<file path="src/rtl/full_add_seq.sv">
// Multi-cycle adder/subtractor: CHUNK bits per clock, LSB slice first,
// with a registered carry between slices and a registered result on DONE.
//
// state  | meaning
// S_IDLE | waiting for start; result outputs hold the last value
// S_RUN  | one slice added per cycle, N cycles total
// S_DONE | one-cycle result pulse; start here chains straight into RUN
module full_add_seq #(
    parameter int WIDTH = 8,
    parameter int CHUNK = 4
) (
    input  logic             clk,
    input  logic             rst,
    input  logic             start,
    input  logic [WIDTH-1:0] a,
    input  logic [WIDTH-1:0] b,
    input  logic             cin,
    input  logic             sub,
    output logic             busy,
    output logic             done,
    output logic [WIDTH-1:0] sum,
    output logic             cout,
    output logic             ovf
);

    localparam int N  = WIDTH / CHUNK;
    localparam int CW = (N > 1) ? $clog2(N) : 1;

    typedef enum logic [1:0] {
        S_IDLE = 2'd0,
        S_RUN  = 2'd1,
        S_DONE = 2'd2
    } state_t;

    state_t           state_q;
    state_t           state_d;
    logic [CW-1:0]    cnt_q;
    logic [WIDTH-1:0] a_q;
    logic [WIDTH-1:0] b_q;
    logic [WIDTH-1:0] acc_q;
    logic             carry_q;

    logic             accept;
    logic             last;
    logic [CHUNK:0]   slice_sum;
    logic [WIDTH-1:0] acc_next;
    logic             msb_cin;

    assign accept = start && (state_q != S_RUN);
    assign last   = (state_q == S_RUN) && (cnt_q == '0);

    // Operands shift right each cycle so the active slice is always the low CHUNK bits.
    assign slice_sum = {1'b0, a_q[CHUNK-1:0]} + {1'b0, b_q[CHUNK-1:0]}
                     + (CHUNK+1)'(carry_q);
    assign acc_next  = (acc_q >> CHUNK)
                     | (WIDTH'(slice_sum[CHUNK-1:0]) << (WIDTH - CHUNK));

    // Carry into the top bit recovered from the top bit's operands and its sum bit.
    assign msb_cin = a_q[CHUNK-1] ^ b_q[CHUNK-1] ^ slice_sum[CHUNK-1];

    always_ff @(posedge clk) begin
        if (rst) begin
            state_q <= S_IDLE;
        end else begin
            state_q <= state_d;
        end
    end

    always_comb begin
        state_d = state_q;
        case (state_q)
            S_IDLE:  if (start) state_d = S_RUN;
            S_RUN:   if (cnt_q == '0) state_d = S_DONE;
            S_DONE:  state_d = start ? S_RUN : S_IDLE;
            default: state_d = S_IDLE;
        endcase
    end

    always_comb begin
        busy = 1'b0;
        done = 1'b0;
        case (state_q)
            S_RUN:   busy = 1'b1;
            S_DONE:  done = 1'b1;
            default: ;
        endcase
    end

    always_ff @(posedge clk) begin
        if (rst) begin
            a_q     <= '0;
            b_q     <= '0;
            acc_q   <= '0;
            carry_q <= 1'b0;
            cnt_q   <= '0;
            sum     <= '0;
            cout    <= 1'b0;
            ovf     <= 1'b0;
        end else if (accept) begin
            // Subtract is a + ~b + !cin, so invert b and the carry-in up front.
            a_q     <= a;
            b_q     <= sub ? ~b : b;
            carry_q <= cin ^ sub;
            cnt_q   <= CW'(N - 1);
            acc_q   <= '0;
        end else if (state_q == S_RUN) begin
            a_q     <= a_q >> CHUNK;
            b_q     <= b_q >> CHUNK;
            carry_q <= slice_sum[CHUNK];
            acc_q   <= acc_next;
            if (!last) begin
                cnt_q <= cnt_q - 1'b1;
            end
            if (last) begin
                sum  <= acc_next;
                cout <= slice_sum[CHUNK];
                ovf  <= msb_cin ^ slice_sum[CHUNK];
            end
        end
    end

endmodule
</file>
<file path="config.mk">
export PLATFORM = sky130hd
export DESIGN_NAME = full_add_seq
export DESIGN_NICKNAME = d
export VERILOG_FILES = /design/src/rtl/full_add_seq.sv
export SDC_FILE = /design/constraint.sdc
export NUM_CORES = 1
export LEC_CHECK = 0
export ABC_AREA = 1
export ABC_CLOCK_PERIOD_IN_PS = 1650
export BUFFER_PORTS_ARGS = -buffer_cell sky130_fd_sc_hd__buf_4
export CELL_PAD_IN_SITES_DETAIL_PLACEMENT = 0
export CELL_PAD_IN_SITES_GLOBAL_PLACEMENT = 2
export CORE_ASPECT_RATIO = 1.25
export CORE_MARGIN = 2
export CORE_UTILIZATION = 27
export DETAILED_ROUTE_END_ITERATION = 6
export GPL_TIMING_DRIVEN = 1
export PLACE_DENSITY_LB_ADDON = 0.1
export RECOVER_POWER = 25
export SLEW_MARGIN = 10
export SYNTH_ARGS = -nofsm -noshare
export SYNTH_HDL_FRONTEND = slang
export SYNTH_SLANG_ARGS = --single-unit
</file>
<file path="constraint.sdc">
create_clock -name clk -period 1.65 [get_ports clk]
set_clock_uncertainty 0.1 [all_clocks]
set_input_delay 0.0825 -clock clk [delete_from_list [all_inputs] [get_ports clk]]
set_output_delay 0.0825 -clock clk [all_outputs]
set_load 0.005 [all_outputs]
</file>
==> results.py <==
metrics = {
    "placed_design": {
        "dp_cells": 317,
        "io_buffer_count": 32,
        "place_ws_ns": -0.1572,
        "dp_hpwl_mm": 2.765,
        "gp_congestion": 0.7085,
    },
    "worst_setup_path": {
        "worstPathArrival_ns": 1.83,
        "rr_endpoint": "carry_q",
        "critPathSlowestCell": "fa_2",
        "reg2reg_depth": 8,
        "worst_ep_required_time_ns": 1.72,
        "start_kind": "register",
        "path_max_fanout": 3,
        "cp_slowest_stage_delay_ns": 0.40,
        "rrSetupSlack_ns": -0.11,
        "crit_chain": "fa_2 > fa_2 > nand2_2 > nor2_2 > nor2_2 > nor2_1 > nor2_1 > nor2_1",
        "crit_path_end_kind": "register",
        "rr_startpoint": "a_q[0]",
        "path_class": "reg2reg",
        "crit_top_cell": "nor2_1",
    },
    "sta": {
        "timing.hold.ws_ns": 0.05882,
        "finalSetupViolCount": 4,
        "relSlewSlack": 0.7012,
        "fin_ws_ns": -0.1057,
        "fmax_ghz": 0.5696,
        "period_needed_ns": 1.756,
        "final.period_utilization": 1.064,
        "rsz0062_at_grt": "true",
        "final_max_slew_viol_count": 0,
        "final_hold_viol_count": 0,
        "tightest_slew_ns": 0.4471,
    },
    "final_layout": {
        "syn_to_final_growth_pct": 37.21,
        "final.fill_count": 644,
        "finalNetCount": 298,
        "num_antenna_cells": 0,
        "drive_above_1_share": 0.2381,
        "stdcell_count": 339,
    },
    "clock_network": {
        "cts-buffers-inserted": 5,
        "ctsLongestPathBuffers": 2,
        "tritoncts": "yes",
        "root_buffer": "clkbuf_8",
        "cts.clk_slew.worst_paths_ns": 0.07,
        "cts_htree_levels": 2,
        "clk_latency_ns": 0.29,
        "clock-sinks": 34,
    },
    "floorplan": {
        "core_sq_mm": 0.005741,
        "initial_core_util": 0.2777,
        "die_w_um": 72.73,
        "placement_rows": 31,
        "die_area_sq_mm": 0.006538,
        "chipHeight_um": 89.91,
        "io_pins": 33,
    },
    "min_path": {
        "hp-start": "b[0]",
        "worst_hold_path.num_cells": 5,
        "hold_class": "in2reg",
        "hold_path_end": "b_q[0]",
    },
    "synth": {
        "syn-num-nets": 245,
        "syn_area_sq_mm": 0.001594,
        "synth_top_area_frac": 0.4270,
        "syn_inst": 219,
        "yosys_warnings": 0,
        "ys_top_cells_by_area": "dfxtp_1 (43%), nand2_1 (18%), nor2_1 (7.5%), a21oi_1 (4.1%), nand3_1 (4.1%)",
        "yosys.area.top_type": "dfxtp_1",
        "synth.distinct_cells": 21,
        "avgSynthCellArea_sq_um": 7.279,
        "yosysSeqAreaShare": 0.4270,
        "ys_ff_latch": 34,
    },
    "outcome": {
        "violations": "negative setup slack",
        "status": "finished with violations",
    },
    "pwr": {
        "seq_power_share": 0.461,
        "comb_power_share": 0.169,
        "vdd_drop_max_mv": 0.2835,
        "power.internal_mw": 1.455,
        "switchingPower_mw": 0.5055,
        "switching_share": 0.2579,
        "p_leak_nw": 1.051,
        "pwr-share-clk": 0.370,
        "power_density_mw_per_mm2": 896.2,
    },
    "global_routing": {
        "antenna_found_initial": 0,
        "grt_pass1_wl_mm": 6.679,
        "grt_overflow": 0,
        "track_usage": 0.1313,
        "grt_pass1_vias": 1489,
        "grt_max_degree": 18,
    },
    "drt": {
        "ant_nets": 0,
        "drc": 0,
        "avgRoutedWirePerCell_um": 11.40,
        "finalWirelength_mm": 3.864,
        "drt_iter0_markers": 17,
        "vias": 1469,
        "vias_per_cell": 4.333,
        "firstDrtPassIters": 4,
    },
    "job": {
        "drv_cap": 0,
    },
}
==> metal layers <==
| metal | up-vias | share of wire | global-route usage |
|---|---|---|---|
| met5 | - | 0 | 0 |
| met4 | 0 | 0.019 | 0.05556 |
| met3 | 7 | 0.041 | 0.03475 |
| met2 | 34 | 0.50 | 0.2273 |
| met1 | 643 | 0.44 | 0.1480 |
| li1 | 785 | - | - |
==> synthesized netlist by cell type <==
cell,n
nand2_2,3
nor2_1,32
a21oi_1,13
dfxtp_1,34
fa_1,2
o21ai_1,1
o21ai_0,6
clkbuf_1,1
nand2_1,75
inv_1,12
ha_1,3
buf_6,3
nor2_4,3
nand2_4,1
xnor2_1,4
or2_2,1
buf_2,2
xor2_1,6
o21a_1,1
inv_2,3
nand3_1,13
==> state kept, by name, summed over array words and instances, names as in the netlist <==
name / cells
a_q: 8
b_q: 8
sum: 8
acc_q: 4
state_q: 2
carry_q: 1
cnt_q: 1
cout: 1
ovf: 1
==> timing repair <==
item                                    CTS  global route
resized for setup                         2             3
setup buffers                             1             0
hold buffers                             13             0
pin swaps                                 1             5
endpoints found under the setup margin    5             6
endpoints found under the hold margin    14             0
==> final cells by class <==
cell class / instances / area [sq um] / area share
Multi-Input combinational cell: 164 / 829.5 / 0.3793
Sequential cell: 34 / 681.9 / 0.3118
Timing Repair Buffer: 52 / 426.7 / 0.1951
Clock buffer: 8 / 110.1 / 0.05034
Tap cell: 66 / 82.58 / 0.03776
Inverter: 15 / 56.30 / 0.02574
==> layout by cell type, fill, tap and decap left out <==
cell type | netlist | final
a21oi_1 | 13 | 13
buf_4 | 0 | 29
buf_6 | 3 | 1
clkbuf_4 | 0 | 9
clkbuf_8 | 0 | 8
dfxtp_1 | 34 | 33
dfxtp_2 | 0 | 1
dlygate4sd3_1 | 0 | 13
fa_2 | 0 | 2
ha_1 | 3 | 3
inv_1 | 12 | 12
inv_2 | 3 | 3
nand2_1 | 75 | 74
nand2_2 | 3 | 4
nand2_4 | 1 | 1
nand3_1 | 13 | 13
nor2_1 | 32 | 30
nor2_2 | 0 | 2
nor2_4 | 3 | 3
o21a_1 | 1 | 1
o21ai_0 | 6 | 6
o21ai_1 | 1 | 1
or2_2 | 1 | 1
xnor2_1 | 4 | 4
xor2_1 | 6 | 5
xor2_2 | 0 | 1
==> through the flow <==
| step | setup TNS [ns] | util | power, mW | cell area, sq um |
|---|---|---|---|---|
| 2_1_floorplan | -0.07428 | - | 1.113 | 1600 |
| 3_3_place_gp | -0.4578 | 0.3346 | 1.234 | 1921 |
| 3_5_place_dp | -0.5617 | 0.3346 | 1.233 | 1921 |
| 4_1_cts | -0.4045 | 0.3795 | 1.999 | 2178 |
| 5_1_grt | -0.7824 | 0.3810 | 2.090 | 2187 |
| 6_report | -0.3552 | 0.3810 | 1.960 | 2187 |
==> worst max-delay path: cells and delay by family, from the launching register on <==
| kind | cells | cell delay [ns] |
|---|---|---|
| flops | 1 | 0.33 |
| fa+ha+maj | 2 | 0.78 |
| simple gates | 6 | 0.43 |
==> how the worst max path moves through the flow <==
| stage | endpoint | startpoint | depth (start not counted) | slack (ns) |
|---|---|---|---|---|
| floorplan | carry_q | a_q[0] | 8 | -0.06 |
| global placement | carry_q | a_q[0] | 8 | -0.14 |
| detailed placement | carry_q | a_q[0] | 8 | -0.16 |
| CTS | carry_q | a_q[0] | 8 | -0.12 |
| global route | carry_q | a_q[0] | 8 | -0.20 |
| finish | carry_q | a_q[0] | 8 | -0.11 |
==> power groups by stage <==
stage / combinational [mW] / clock, mW / sequential [mW]
3_5_place_dp: 0.310 / 0 / 0.923
3_3_place_gp: 0.312 / 0 / 0.923
5_1_grt: 0.382 / 0.797 / 0.911
2_1_floorplan: 0.194 / 0 / 0.919
6_report: 0.332 / 0.725 / 0.903
4_1_cts: 0.341 / 0.754 / 0.904
==> kinds of logic after synthesis <==
group | synth area share
and+or+nand+nor | 0.3367
DFF | 0.4270
AOI/OAI and AO/OA | 0.06750
buffers and inverters | 0.06514
xor gates and xnor gates | 0.05494
adders and majority gates | 0.04867
(Power assumes the default switching activity.)
